===== src/rtl/ada_if_stage_if.sv =====
// Instruction-memory fetch port: IF drives request/address, memory returns ready/data/error.
interface ada_if_stage_if;
    logic [31:0] imem_address;
    logic        imem_request;
    logic        imem_ready;
    logic [31:0] imem_data;
    logic        imem_error;

    modport master (output imem_address, imem_request,
                    input  imem_ready, imem_data, imem_error);
    modport slave  (input  imem_address, imem_request,
                    output imem_ready, imem_data, imem_error);
endinterface


===== src/rtl/ada_if_stage.sv =====
// ADA instruction fetch stage: PC, imem handshake, one-entry stall buffer and IF/ID register.
module ada_if_stage #(
    parameter logic [31:0] RESET_VECTOR = 32'h0000_0000
) (
    input  logic           clk,
    input  logic           rst,
    input  logic           if_stall,
    input  logic           haz_take_branch,
    input  logic [31:0]    pc_branch_address,
    input  logic           exc_pc_load,
    input  logic [31:0]    exc_pc_address,
    ada_if_stage_if.master imem,
    output logic [31:0]    if_instruction,
    output logic [31:0]    if_pc_current,
    output logic [31:0]    if_pc_next,
    output logic           if_valid,
    output logic           exc_if_bus_error,
    output logic           exc_if_bad_pc
);
    typedef enum logic [1:0] {IDLE, FETCH, HOLD, DISCARD} state_t;

    typedef struct packed {
        logic [31:0] instr;
        logic [31:0] pc;
        logic [31:0] pc_next;
        logic        valid;
        logic        bus_err;
        logic        bad_pc;
    } ifid_t;

    state_t      state, state_nxt;
    ifid_t       ifid, ifid_nxt;
    logic [31:0] pc, pc_nxt, pc_inc, redir_pc;
    logic [31:0] hold_data, hold_data_nxt;
    logic        hold_err, hold_err_nxt;
    logic        bad_sent, bad_sent_nxt;
    logic        redir, fire, pc_ok;

    assign redir    = exc_pc_load | (haz_take_branch & ~if_stall);
    assign redir_pc = exc_pc_load ? exc_pc_address : pc_branch_address;
    assign pc_inc   = pc + 32'd4;
    assign pc_ok    = (pc[1:0] == 2'b00);
    assign fire     = imem.imem_request & imem.imem_ready;

    always_comb begin
        state_nxt     = state;
        pc_nxt        = pc;
        ifid_nxt      = ifid;
        hold_data_nxt = hold_data;
        hold_err_nxt  = hold_err;
        bad_sent_nxt  = bad_sent;
        if (redir) begin
            pc_nxt       = redir_pc;
            bad_sent_nxt = 1'b0;
        end
        case (state)
            IDLE: state_nxt = FETCH;
            FETCH: begin
                if (redir) begin
                    ifid_nxt  = '0;
                    state_nxt = (imem.imem_request && !imem.imem_ready) ? DISCARD : FETCH;
                end else if (!pc_ok) begin
                    // A misaligned PC reports once, then IF idles until redirected.
                    if (!if_stall) begin
                        ifid_nxt = bad_sent ? '0 : '{instr: 32'h0, pc: pc, pc_next: pc_inc,
                                                     valid: 1'b1, bus_err: 1'b0, bad_pc: 1'b1};
                        bad_sent_nxt = 1'b1;
                    end
                end else if (fire) begin
                    if (if_stall) begin
                        hold_data_nxt = imem.imem_data;
                        hold_err_nxt  = imem.imem_error;
                        state_nxt     = HOLD;
                    end else begin
                        ifid_nxt = '{instr: imem.imem_data, pc: pc, pc_next: pc_inc,
                                     valid: 1'b1, bus_err: imem.imem_error, bad_pc: 1'b0};
                        pc_nxt   = pc_inc;
                    end
                end else if (!if_stall) begin
                    ifid_nxt = '0;
                end
            end
            HOLD: begin
                if (redir) begin
                    ifid_nxt  = '0;
                    state_nxt = FETCH;
                end else if (!if_stall) begin
                    ifid_nxt  = '{instr: hold_data, pc: pc, pc_next: pc_inc,
                                  valid: 1'b1, bus_err: hold_err, bad_pc: 1'b0};
                    pc_nxt    = pc_inc;
                    state_nxt = FETCH;
                end
            end
            DISCARD: begin
                // Wrong-path response still owed by memory; swallow it before refetching.
                if (redir || !if_stall) ifid_nxt = '0;
                if (imem.imem_ready) state_nxt = FETCH;
            end
            default: state_nxt = IDLE;
        endcase
    end

    always_ff @(posedge clk) begin
        if (rst) begin
            state             <= IDLE;
            pc                <= RESET_VECTOR;
            ifid              <= '0;
            hold_data         <= '0;
            hold_err          <= 1'b0;
            bad_sent          <= 1'b0;
            imem.imem_request <= 1'b0;
            imem.imem_address <= RESET_VECTOR;
        end else begin
            state             <= state_nxt;
            pc                <= pc_nxt;
            ifid              <= ifid_nxt;
            hold_data         <= hold_data_nxt;
            hold_err          <= hold_err_nxt;
            bad_sent          <= bad_sent_nxt;
            imem.imem_request <= (state_nxt == DISCARD) ||
                                 ((state_nxt == FETCH) && (pc_nxt[1:0] == 2'b00));
            if (state_nxt != DISCARD) imem.imem_address <= pc_nxt;
        end
    end

    assign if_instruction   = ifid.instr;
    assign if_pc_current    = ifid.pc;
    assign if_pc_next       = ifid.pc_next;
    assign if_valid         = ifid.valid;
    assign exc_if_bus_error = ifid.bus_err;
    assign exc_if_bad_pc    = ifid.bad_pc;
endmodule


===== src/flat_wrapper.sv =====
// flat-port wrapper written by rule: the top's interface ports become plain ports
module ada_if_stage_flat 
#(
    parameter logic [31:0] RESET_VECTOR = 32'h0000_0000
)
  (clk, rst, if_stall, haz_take_branch, pc_branch_address, exc_pc_load, exc_pc_address, if_instruction, if_pc_current, if_pc_next, if_valid, exc_if_bus_error, exc_if_bad_pc, imem_imem_address, imem_imem_request, imem_imem_ready, imem_imem_data, imem_imem_error);
  ada_if_stage_if imem_i ();
  input  logic clk;
  input  logic rst;
  input  logic if_stall;
  input  logic haz_take_branch;
  input  logic [31:0] pc_branch_address;
  input  logic exc_pc_load;
  input  logic [31:0] exc_pc_address;
  output logic [31:0] if_instruction;
  output logic [31:0] if_pc_current;
  output logic [31:0] if_pc_next;
  output logic if_valid;
  output logic exc_if_bus_error;
  output logic exc_if_bad_pc;
  output wire logic [$bits(imem_i.imem_address)-1:0] imem_imem_address;
  output wire logic [$bits(imem_i.imem_request)-1:0] imem_imem_request;
  input wire logic [$bits(imem_i.imem_ready)-1:0] imem_imem_ready;
  input wire logic [$bits(imem_i.imem_data)-1:0] imem_imem_data;
  input wire logic [$bits(imem_i.imem_error)-1:0] imem_imem_error;
  assign imem_imem_address = imem_i.imem_address;
  assign imem_imem_request = imem_i.imem_request;
  assign imem_i.imem_ready = imem_imem_ready;
  assign imem_i.imem_data = imem_imem_data;
  assign imem_i.imem_error = imem_imem_error;
  ada_if_stage #(.RESET_VECTOR(RESET_VECTOR)) u_core (.clk(clk), .rst(rst), .if_stall(if_stall), .haz_take_branch(haz_take_branch), .pc_branch_address(pc_branch_address), .exc_pc_load(exc_pc_load), .exc_pc_address(exc_pc_address), .imem(imem_i), .if_instruction(if_instruction), .if_pc_current(if_pc_current), .if_pc_next(if_pc_next), .if_valid(if_valid), .exc_if_bus_error(exc_if_bus_error), .exc_if_bad_pc(exc_if_bad_pc));
endmodule

===== config.mk =====
export PLATFORM = sky130hd
export DESIGN_NAME = ada_if_stage_flat
export DESIGN_NICKNAME = d
export VERILOG_FILES = /design/src/rtl/ada_if_stage_if.sv /design/src/rtl/ada_if_stage.sv /design/src/flat_wrapper.sv
export SDC_FILE = /design/constraint.sdc
export NUM_CORES = 1
export LEC_CHECK = 0
export ABC_AREA = 1
export CELL_PAD_IN_SITES_DETAIL_PLACEMENT = 2
export CELL_PAD_IN_SITES_GLOBAL_PLACEMENT = 2
export CORE_MARGIN = 1
export CORE_UTILIZATION = 27
export CTS_CLUSTER_DIAMETER = 150
export CTS_CLUSTER_SIZE = 10
export DETAILED_ROUTE_END_ITERATION = 12
export HOLD_SLACK_MARGIN = 0.02
export PLACE_DENSITY_LB_ADDON = 0.1
export SYNTH_ARGS = -nofsm -noshare
export SYNTH_HDL_FRONTEND = slang
export SYNTH_SLANG_ARGS = --single-unit
export TNS_END_PERCENT = 30

===== constraint.sdc =====
create_clock -name clk -period 2.15 [get_ports clk]
set_input_delay 0.3225 -clock clk [delete_from_list [all_inputs] [get_ports clk]]
set_output_delay 0.3225 -clock clk [all_outputs]
set_load 0.005 [all_outputs]

==> out/qor.csv, run 1 <==
metric,value,unit
seqCellArea,3986,um^2
numClockSinks,198,
setup-violations-final,0,
cts_buffers,17,
ir_worst_vdd,578.7,uV
fin_nets,1775,
antenna_found_initial,0,
tritoncts,built,
yosysTopAreaCellShare,42.01,%
syn_nets,1439,
async_flop_share,0,%
ant_nets,0,
post-route-drc-count,0,
cts_root_buf,clkbuf_16,
globalRouteTotalUtil,23.89,%
finish.utilization,41.26,%
worst_slew_pin_slew,0.7622,ns
synth_top_cell_by_area,dfxtp_1,
initial_core_util,27.38,%
drt_first_pass_iters,5,
slowest_delay,0.71,ns
synth_edf_count,0,
slew_headroom,48.38,%
first_iter_violations,424,
final_cells,2135,
p_leak,5.471,nW
status,completed,
ys_seq_elements,198,
tns,0,ns
clk_latency,0.46,ns
power.total,9.777,mW
cp_data_required_time,2.46,ns
seqPwrFrac,42.2,%
report.final.hold_viol_count,0,
grt_max_degree,75,
via_count,10685,
critPathMaxFanout,28,
synth-seq-area-share,42.01,%
overflow,0,
place_hpwl,32460,um
synthDistinctLibCells,51,
worstPathArrival,2.42,ns
port_buffers,234,
areaGrowthSynthToFinish,50.67,%
crit_path_top_delay_cell,o311ai_1,
pwr-share-comb,23.9,%
syn_area,9435,um^2
netSwitchingPower,3.060,mW
wl_per_cell,20.00,um
gp_congestion,0.8759,
cap_violations,0,
cp-start-kind,register,
p_int,6.717,mW
routed_wl,42700,um
syn_avg_cell_area,7.089,um^2
hold_slack,0.2432,ns
die_w,188.9,um
cts_max_level,4,
die_h,188.9,um
n_antenna_cell,0,
drive_gt1_share,18.63,%
io_pins,235,
synthTopCellsByArea,"dfxtp_1 (42%), nand2_1 (10%), nor2_1 (9.1%)",
cts_hold_buf,0,
grt_pass1_wl,65560,um
finalClockSkew,0.01150,ns
clock.fmax,472.4,MHz
crit_chain,"inv_1, ha_1, buf_4, o311ai_1, a21oi_1",
clkTransAtPathRegs,0.08,ns
pwr-share-clk,33.9,%
fin_crit_sh,98.46,%
ys_warn_count,0,
cp-end-kind,register,
multi_input_area,5012,um^2
dp_cells,2099,
dieArea,35700,um^2
synth_cells,1331,
p_sw_share,31.29,%
p_per_area,687.7,nW/um^2
rows,68,
r2r_slack,0.03,ns
hold_path_class,in2reg,
cts_buffer_depth,2,
n_fill_cell,3924,
drv_slew,0,
coreArea,34460,um^2
grt_pass1_vias,11431,
vias_per_cell,5.005,
rsz0062_at_grt,true,
path_class,reg2reg,
synth_ff_type,dfxtp_1,
final.min_clock_period,2.117,ns
## synth_stat cells (2+ instances only)
cell type,instances
a2bb2oi_1,9
o221ai_1,6
inv_1,55
or2_0,5
a221oi_1,30
nor2_1,228
ha_1,5
a31oi_1,6
o21ai_1,45
buf_4,6
dfxtp_1,198
o21bai_1,5
nor2_4,3
o22ai_1,4
nand2_2,16
nand3_1,69
xnor2_1,6
inv_2,9
o211ai_1,9
o311ai_1,3
or2_2,7
nand2_1,260
clkbuf_1,40
o21ai_0,109
clkinv_1,2
buf_1,5
a21oi_1,106
nor2_2,3
a21oi_2,10
buf_2,26
buf_6,6
o211a_1,2
nor3_1,5
xor2_1,7
nand4_1,10
## routing by layer
metal  global-route usage [%]  up-vias  wire, um
met1                    34.59     5275     21350
met4                    5.986        0       537
met2                    37.01      251     19040
met3                    3.411       28      1764
met5                        0        -         0
li1                         -     5131         -
## state kept, by name (all words and copies together) (netlist names), 2 cells and up
| register | flops |
|---|---|
| u_core.hold_data | 32 |
| u_core.if_instruction | 32 |
| u_core.if_pc_current | 30 |
| u_core.if_pc_next | 32 |
| u_core.imem.imem_address | 32 |
| u_core.pc | 32 |
| u_core.state | 2 |
## layout make-up
class                      instances  area share (%)
inverter                          67           1.804
multi-input combinational        981           35.26
sequential                       198           28.04
clock buffer                      19           3.186
tap                              455           4.005
timing repair buffer             402           26.74
clock inverter                    13          0.9681
## final timing paths
check	start	endpoint	depth (start not counted)
max	u_core.state[1]	u_core.imem.imem_address[7]	5
min	rst	u_core.if_pc_current[21]	2
max reg2reg	u_core.state[1]	u_core.imem.imem_address[7]	5
min reg2reg	u_core.if_pc_current[23]	u_core.if_pc_current[23]	2
## layout by cell type (no fill, tap or decap), drive strengths merged
cell           netlist  final
nand2              277    277
nor2               234    234
clkdlybuf4s50        0    231
dfxtp              198    198
buf                 44    169
o21ai              154    154
a21oi              116    116
inv                 65     72
nand3               69     69
a221oi              30     30
clkbuf              41     19
or2                 13     13
nand4               10     10
a2bb2oi              9      9
o211ai               9      9
xor2                 7      7
a31oi                7      7
o221ai               6      6
xnor2                6      6
nor3                 6      6
o21bai               5      5
ha                   5      5
o22ai                4      4
o311ai               4      4
clkinv               2      4
clkinvlp             0      3
o211a                2      2
dlymetal6s2s         0      2
a21o                 1      1
and2                 1      1
nand3b               1      1
o21a                 1      1
a22oi                1      1
and3                 1      1
o2111ai              1      1
o221a                1      1
bufinv               0      1
## logic make-up (layout without fill, tap and decap cells)
| family | count (synthesis) | after routing | synth area share (%) |
|---|---|---|---|
| compound gates | 351 | 351 | 21.93 |
| flops | 198 | 198 | 42.01 |
| xor+xnor | 13 | 13 | 1.207 |
| fa+ha+maj | 5 | 5 | 0.6630 |
| buf+inv | 152 | 501 | 7.267 |
| simple gates | 612 | 612 | 26.92 |
## through the flow
| stage | cell area, um^2 | worst slack, ns |
|---|---|---|
| floorplan | 9435 | 0.2191 |
| global placement | 13330 | -0.3551 |
| detailed placement | 13330 | -0.4522 |
| finish | 14220 | 0.03310 |
| global route | 14220 | -0.04085 |
| CTS | 13990 | -0.04917 |
## timing repair
item / in CTS / in global routing
setup endpoints to repair: 135 / 105
resized for setup: 19 / 60
pin swaps: 0 / 8
buffers inserted: 0 / 4
hold endpoints to repair: 0 / 0
## power groups by stage
stage | Sequential [mW] | Clock [mW] | Combinational [mW]
finish | 4.13 | 3.32 | 2.33
global route | 4.15 | 3.54 | 2.53
CTS | 4.12 | 3.41 | 2.30
detailed placement | 4.20 | 0 | 2.27
global placement | 4.19 | 0 | 2.21
floorplan | 4.15 | 0 | 0.931
## worst max-delay path, delay by kind of cell, from the launching register on
kind / cells / cell delay, ns
flip-flops: 1 / 0.39
buffers and inverters: 2 / 0.37
AO/OA/AOI/OAI: 2 / 0.85
adder cells (fa/ha/maj): 1 / 0.34
(Power assumes the default switching activity.)
==> inputs of run 2 (changes only) <==
- CAP_MARGIN: not set -> 20
==> results of run 2 <==
Final layout, timing and power as in run 1 (identical DEF).
==> RTL edit 1 (config.mk and constraints of run 1) <==
Take the reset off `hold_data` and load it in a clocked block of its own.
--- a/src/rtl/ada_if_stage.sv
+++ b/src/rtl/ada_if_stage.sv
@@ -106,5 +106,4 @@
             pc                <= RESET_VECTOR;
             ifid              <= '0;
-            hold_data         <= '0;
             hold_err          <= 1'b0;
             bad_sent          <= 1'b0;
@@ -115,5 +114,4 @@
             pc                <= pc_nxt;
             ifid              <= ifid_nxt;
-            hold_data         <= hold_data_nxt;
             hold_err          <= hold_err_nxt;
             bad_sent          <= bad_sent_nxt;
@@ -122,4 +120,8 @@
             if (state_nxt != DISCARD) imem.imem_address <= pc_nxt;
         end
+    end
+
+    always_ff @(posedge clk) begin
+        hold_data <= hold_data_nxt;
     end
 
Formal check against the unedited RTL: no difference found for any inputs over 4 cycles, from zero or initial values and one cycle with rst high; that may be too few to reach the edited logic, so the function may still have changed.
==> RTL edit 1 against run 1 <==
- critical path depth rose by 7
- worst setup slack improved by 0.071 ns
- final area rose by 3.0%
- core utilization rose by 0.71 points
- maximum frequency rose by 3.4%
- power rose by 4.0%
- sequential cell count did not move
- area after synthesis rose by 2.3%
- wire length rose by 1.5%
- synthesized cell count rose by 1.7%
- sequential share of layout area rose by 1.4 points
==> RTL edit 1: results (changes against run 1) <==
metric,value,unit,change
Syn Inst Count,1354,,was 1331
reg-to-reg critical path endpoint,u_core.if_pc_next[16],,was u_core.imem.imem_address[7]
Synth Area in XOR/XNOR,0.01361,,was 0.01207
worst-margin pin slew,0.5832,ns,was 0.7622 ns
syn_nets,1462,,was 1439
DR WL met2,20070,um,was 19040 um
clock skew,0.01311,ns,was 0.01150 ns
"delay-heaviest family, CP",simple AND/OR/NAND/NOR gates,,was compound AO/OA/AOI/OAI gates
first-pass GRT wire length,66060,um,was 65560 um
Adder-Cell Fraction of Synth Area,0.006483,,was 0.006630
Reg2Reg Setup Slack,0.10,ns,was 0.03 ns
met3 WL,1488,um,was 1764 um
placed wire-length estimate,32700,um,was 32460 um
post-CTS sizing,18,,was 19
Final nets,1805,,was 1775
"top cells by area, synth","dfxtp_1, nand2_1, edfxtp_1, nor2_1, a21oi_1",,"was dfxtp_1, nand2_1, nor2_1, o21ai_0, a21oi_1"
Compound-Gate Fraction of Synth Area,0.1898,,was 0.2193
final setup margin,0.1036,ns,was 0.03310 ns
post-synthesis mux area share,0.009335,,was 0
met3 usage in global routing,0.03433,,was 0.03411
share of the yosys chip area belonging to registers,0.4439,,was 0.4201
Post-synth EDFFs,32,,was 0
largest net degree at the start of global routing,102,,was 75
worst reg2reg path depth,12,,was 5
static leakage,5.829,nW,was 5.471 nW
Setup WS pre-CTS,-0.3281,ns,was -0.4522 ns
number of global-route vias before repair,11420,,was 11430
met1 WL,21210,um,was 21350 um
peak supply drop,0.5835,mV,was 0.5787 mV
drt total wl,43330,um,was 42700 um
final hold slack,0.3949,ns,was 0.2432 ns
GPL Wtd Cong,0.8648,,was 0.8759
Placed Area,13730,sq um,was 13330 sq um
Tot GR Track Use,0.2391,,was 0.2389
drt wl/cell,20.01,um,was 20.00 um
Max stage delay on crit path,0.36,ns,was 0.71 ns
P per Cell Area,694.7,nW/um^2,was 687.7 nW/um^2
placed insts,2129,,was 2099
met1 Track Usage GR,0.3365,,was 0.3459
synth unique cells,47,,was 51
Crit-path slowest cell,dfxtp_2,,was o311ai_1
commonest cells in the netlist,"nand2_1, nor2_1, dfxtp_1",,unchanged
status,"finished, final reports clean",,unchanged
RTL edit 1: cell count changes after synthesis, moves of 15 or more:
| cell | delta |
|---|---|
| a21oi_1 | +23 |
| clkbuf_1 | +17 |
| dfxtp_1 | -32 |
| edfxtp_1 | +32 |
| nand2_1 | +91 |
| nand2_2 | -15 |
| nor2_1 | -32 |
| o21ai_1 | -44 |
RTL edit 1: power by group through the flow:
stage / combinational [W] / clock, W / sequential, W
2_1_floorplan: 0.00105 / 0 / 0.00424
3_3_place_gp: 0.00244 / 0 / 0.00431
3_5_place_dp: 0.00251 / 0 / 0.00432
4_1_cts: 0.00255 / 0.00342 / 0.00424
5_1_grt: 0.00282 / 0.00355 / 0.00428
6_report: 0.00258 / 0.00334 / 0.00425
RTL edit 1: cell type report:
class                           instances  area [sq um]
Timing Repair Buffer                  412          3954
Sequential cell                       198          4310
Clock buffer                           19         432.9
Tap cell                              455         569.3
Inverter                               77         292.8
Multi-Input combinational cell        991          4935
Clock inverter                         13         146.4
Fill cell                            4045         20240
==> RTL edit 2 (flow settings as in run 1) <==
Without the edit above. Make the reset (`rst`) asynchronous in one clocked block.
--- a/src/rtl/ada_if_stage.sv
+++ b/src/rtl/ada_if_stage.sv
@@ -101,5 +101,5 @@
     end
 
-    always_ff @(posedge clk) begin
+    always_ff @(posedge clk or posedge rst) begin
         if (rst) begin
             state             <= IDLE;
Function: changed (a bounded check fails within 4 cycles, from zero or initial values and one cycle with rst high; the reset may be asserted at any time).
==> RTL edit 2 against run 1 <==
- area after synthesis increased by 5.9%
- sequential cell count unchanged
- worst setup slack got worse by 0.00092 ns
- wire length unchanged
- highest routed layer unchanged
- final area is 6.0% higher
- non-clock buffer count rose by 2
Power is not compared: it rests on default switching activity, and its combinational part moved more than twofold at a synthesized area within 25%.
==> RTL edit 2: results (changes against run 1) <==
metric,value,unit,change
Synth Area in XOR/XNOR,0.01490,,was 0.01207
asr flop ratio synth,1.000,,was 0
Critical Path Sink,u_core.imem.imem_address[19],,was u_core.imem.imem_address[7]
layout cells sized above 1,0.2117,,was 0.1863
drt total wl,42700,um,unchanged
origin of the critical flop-to-flop path,u_core.pc[3],,was u_core.state[1]
largest net degree at the start of global routing,47,,was 75
Compound-Gate Fraction of Synth Area,0.1276,,was 0.2193
placed insts,1994,,was 2099
"Reg clk slew, reported paths",0.08,ns,about the same
endpoints failing hold,0,,unchanged
post-synthesis mux area share,0.04319,,was 0
Vias,9865,,was 10690
syn_nets,1302,,was 1439
Final min period,2.118,ns,was 2.117 ns
crit path DAT,2.52,ns,was 2.42 ns
clock skew,0.01447,ns,was 0.01150 ns
number of global-route vias before repair,10520,,was 11430
synth unique cells,54,,was 51
Setup WS pre-CTS,-0.2152,ns,was -0.4522 ns
"top cells by area, synth","dfrtp_1, nand2_1, nor2_1, o21ai_0, mux2_2",,"was dfxtp_1, nand2_1, nor2_1, o21ai_0, a21oi_1"
drt wl/cell,20.92,um,was 20.00 um
worst reg2reg path depth,10,,was 5
Syn Inst Count,1194,,was 1331
"delay-heaviest family, CP",simple AND/OR/NAND/NOR gates,,was compound AO/OA/AOI/OAI gates
commonest cells in the netlist,"nand2_1, dfrtp_1, nor2_1",,"was nand2_1, nor2_1, dfxtp_1"
initial drt markers,459,,was 424
CP Max Fanout,4,,was 28
worst-margin pin slew,0.5312,ns,was 0.7622 ns
Final nets,1668,,was 1775
Tot GR Track Use,0.2233,,was 0.2389
Max stage delay on crit path,0.42,ns,was 0.71 ns
Adder-Cell Fraction of Synth Area,0.006259,,was 0.006630
placed wire-length estimate,32710,um,was 32460 um
status,"finished, final reports clean",,unchanged
Min-Delay Path Class,in2async,,was in2reg
first-pass GRT wire length,63690,um,was 65560 um
Port Buffers,234,,unchanged
[RTL edit 2: changes by cell type after synthesis, moves of 33 or more]
cell	before	now
dfrtp_1	0	198
dfxtp_1	198	0
nor2_1	228	142
nand2_1	260	340
a21oi_1	106	30
o21ai_1	45	9
mux2_2	0	33
[RTL edit 2: logic make-up after synthesis]
kind of cell | after synthesis
xor+xnor | 17
flops | 198
fa+ha+maj | 5
mux | 39
compound gates | 200
buf+inv | 147
simple gates | 588
[RTL edit 2: worst min-delay path by stage]
stage	from	end	slack [ns]	depth (start not counted)
after floorplan	u_core.imem.imem_address[0]	u_core.imem.imem_address[0]	0.46	2
after global placement	u_core.if_pc_next[26]	u_core.if_pc_next[26]	0.46	2
after detailed placement	u_core.if_pc_next[26]	u_core.if_pc_next[26]	0.47	2
after CTS	rst	u_core.if_pc_next[18]	0.21	2
after global routing	rst	u_core.if_pc_next[18]	0.23	2
final	rst	u_core.if_pc_next[14]	0.22	2
[RTL edit 2: layout make-up]
| cell class | instances | area, sq um |
|---|---|---|
| Fill cell | 4105 | 21450 |
| Sequential cell | 198 | 4966 |
| Multi-Input combinational cell | 849 | 4607 |
| Timing Repair Buffer | 404 | 3970 |
| Tap cell | 468 | 585.6 |
| Clock buffer | 17 | 425.4 |
| Inverter | 90 | 351.6 |
| Clock inverter | 15 | 163.9 |
[RTL edit 2: where the power goes]
group	switching (W)	internal (W)
clock network	0.00167	0.00165
registers	0.00134	0.00544
logic	0.00685	0.00603
total	0.00985	0.0131
[RTL edit 2: routing by layer]
metal	vias up	track usage	wire length [um]
met5	-	0	0
met1	4971	0.3200	21180
met3	30	0.03123	1316
li1	4652	-	-
met2	212	0.3488	19560
met4	0	0.06496	640
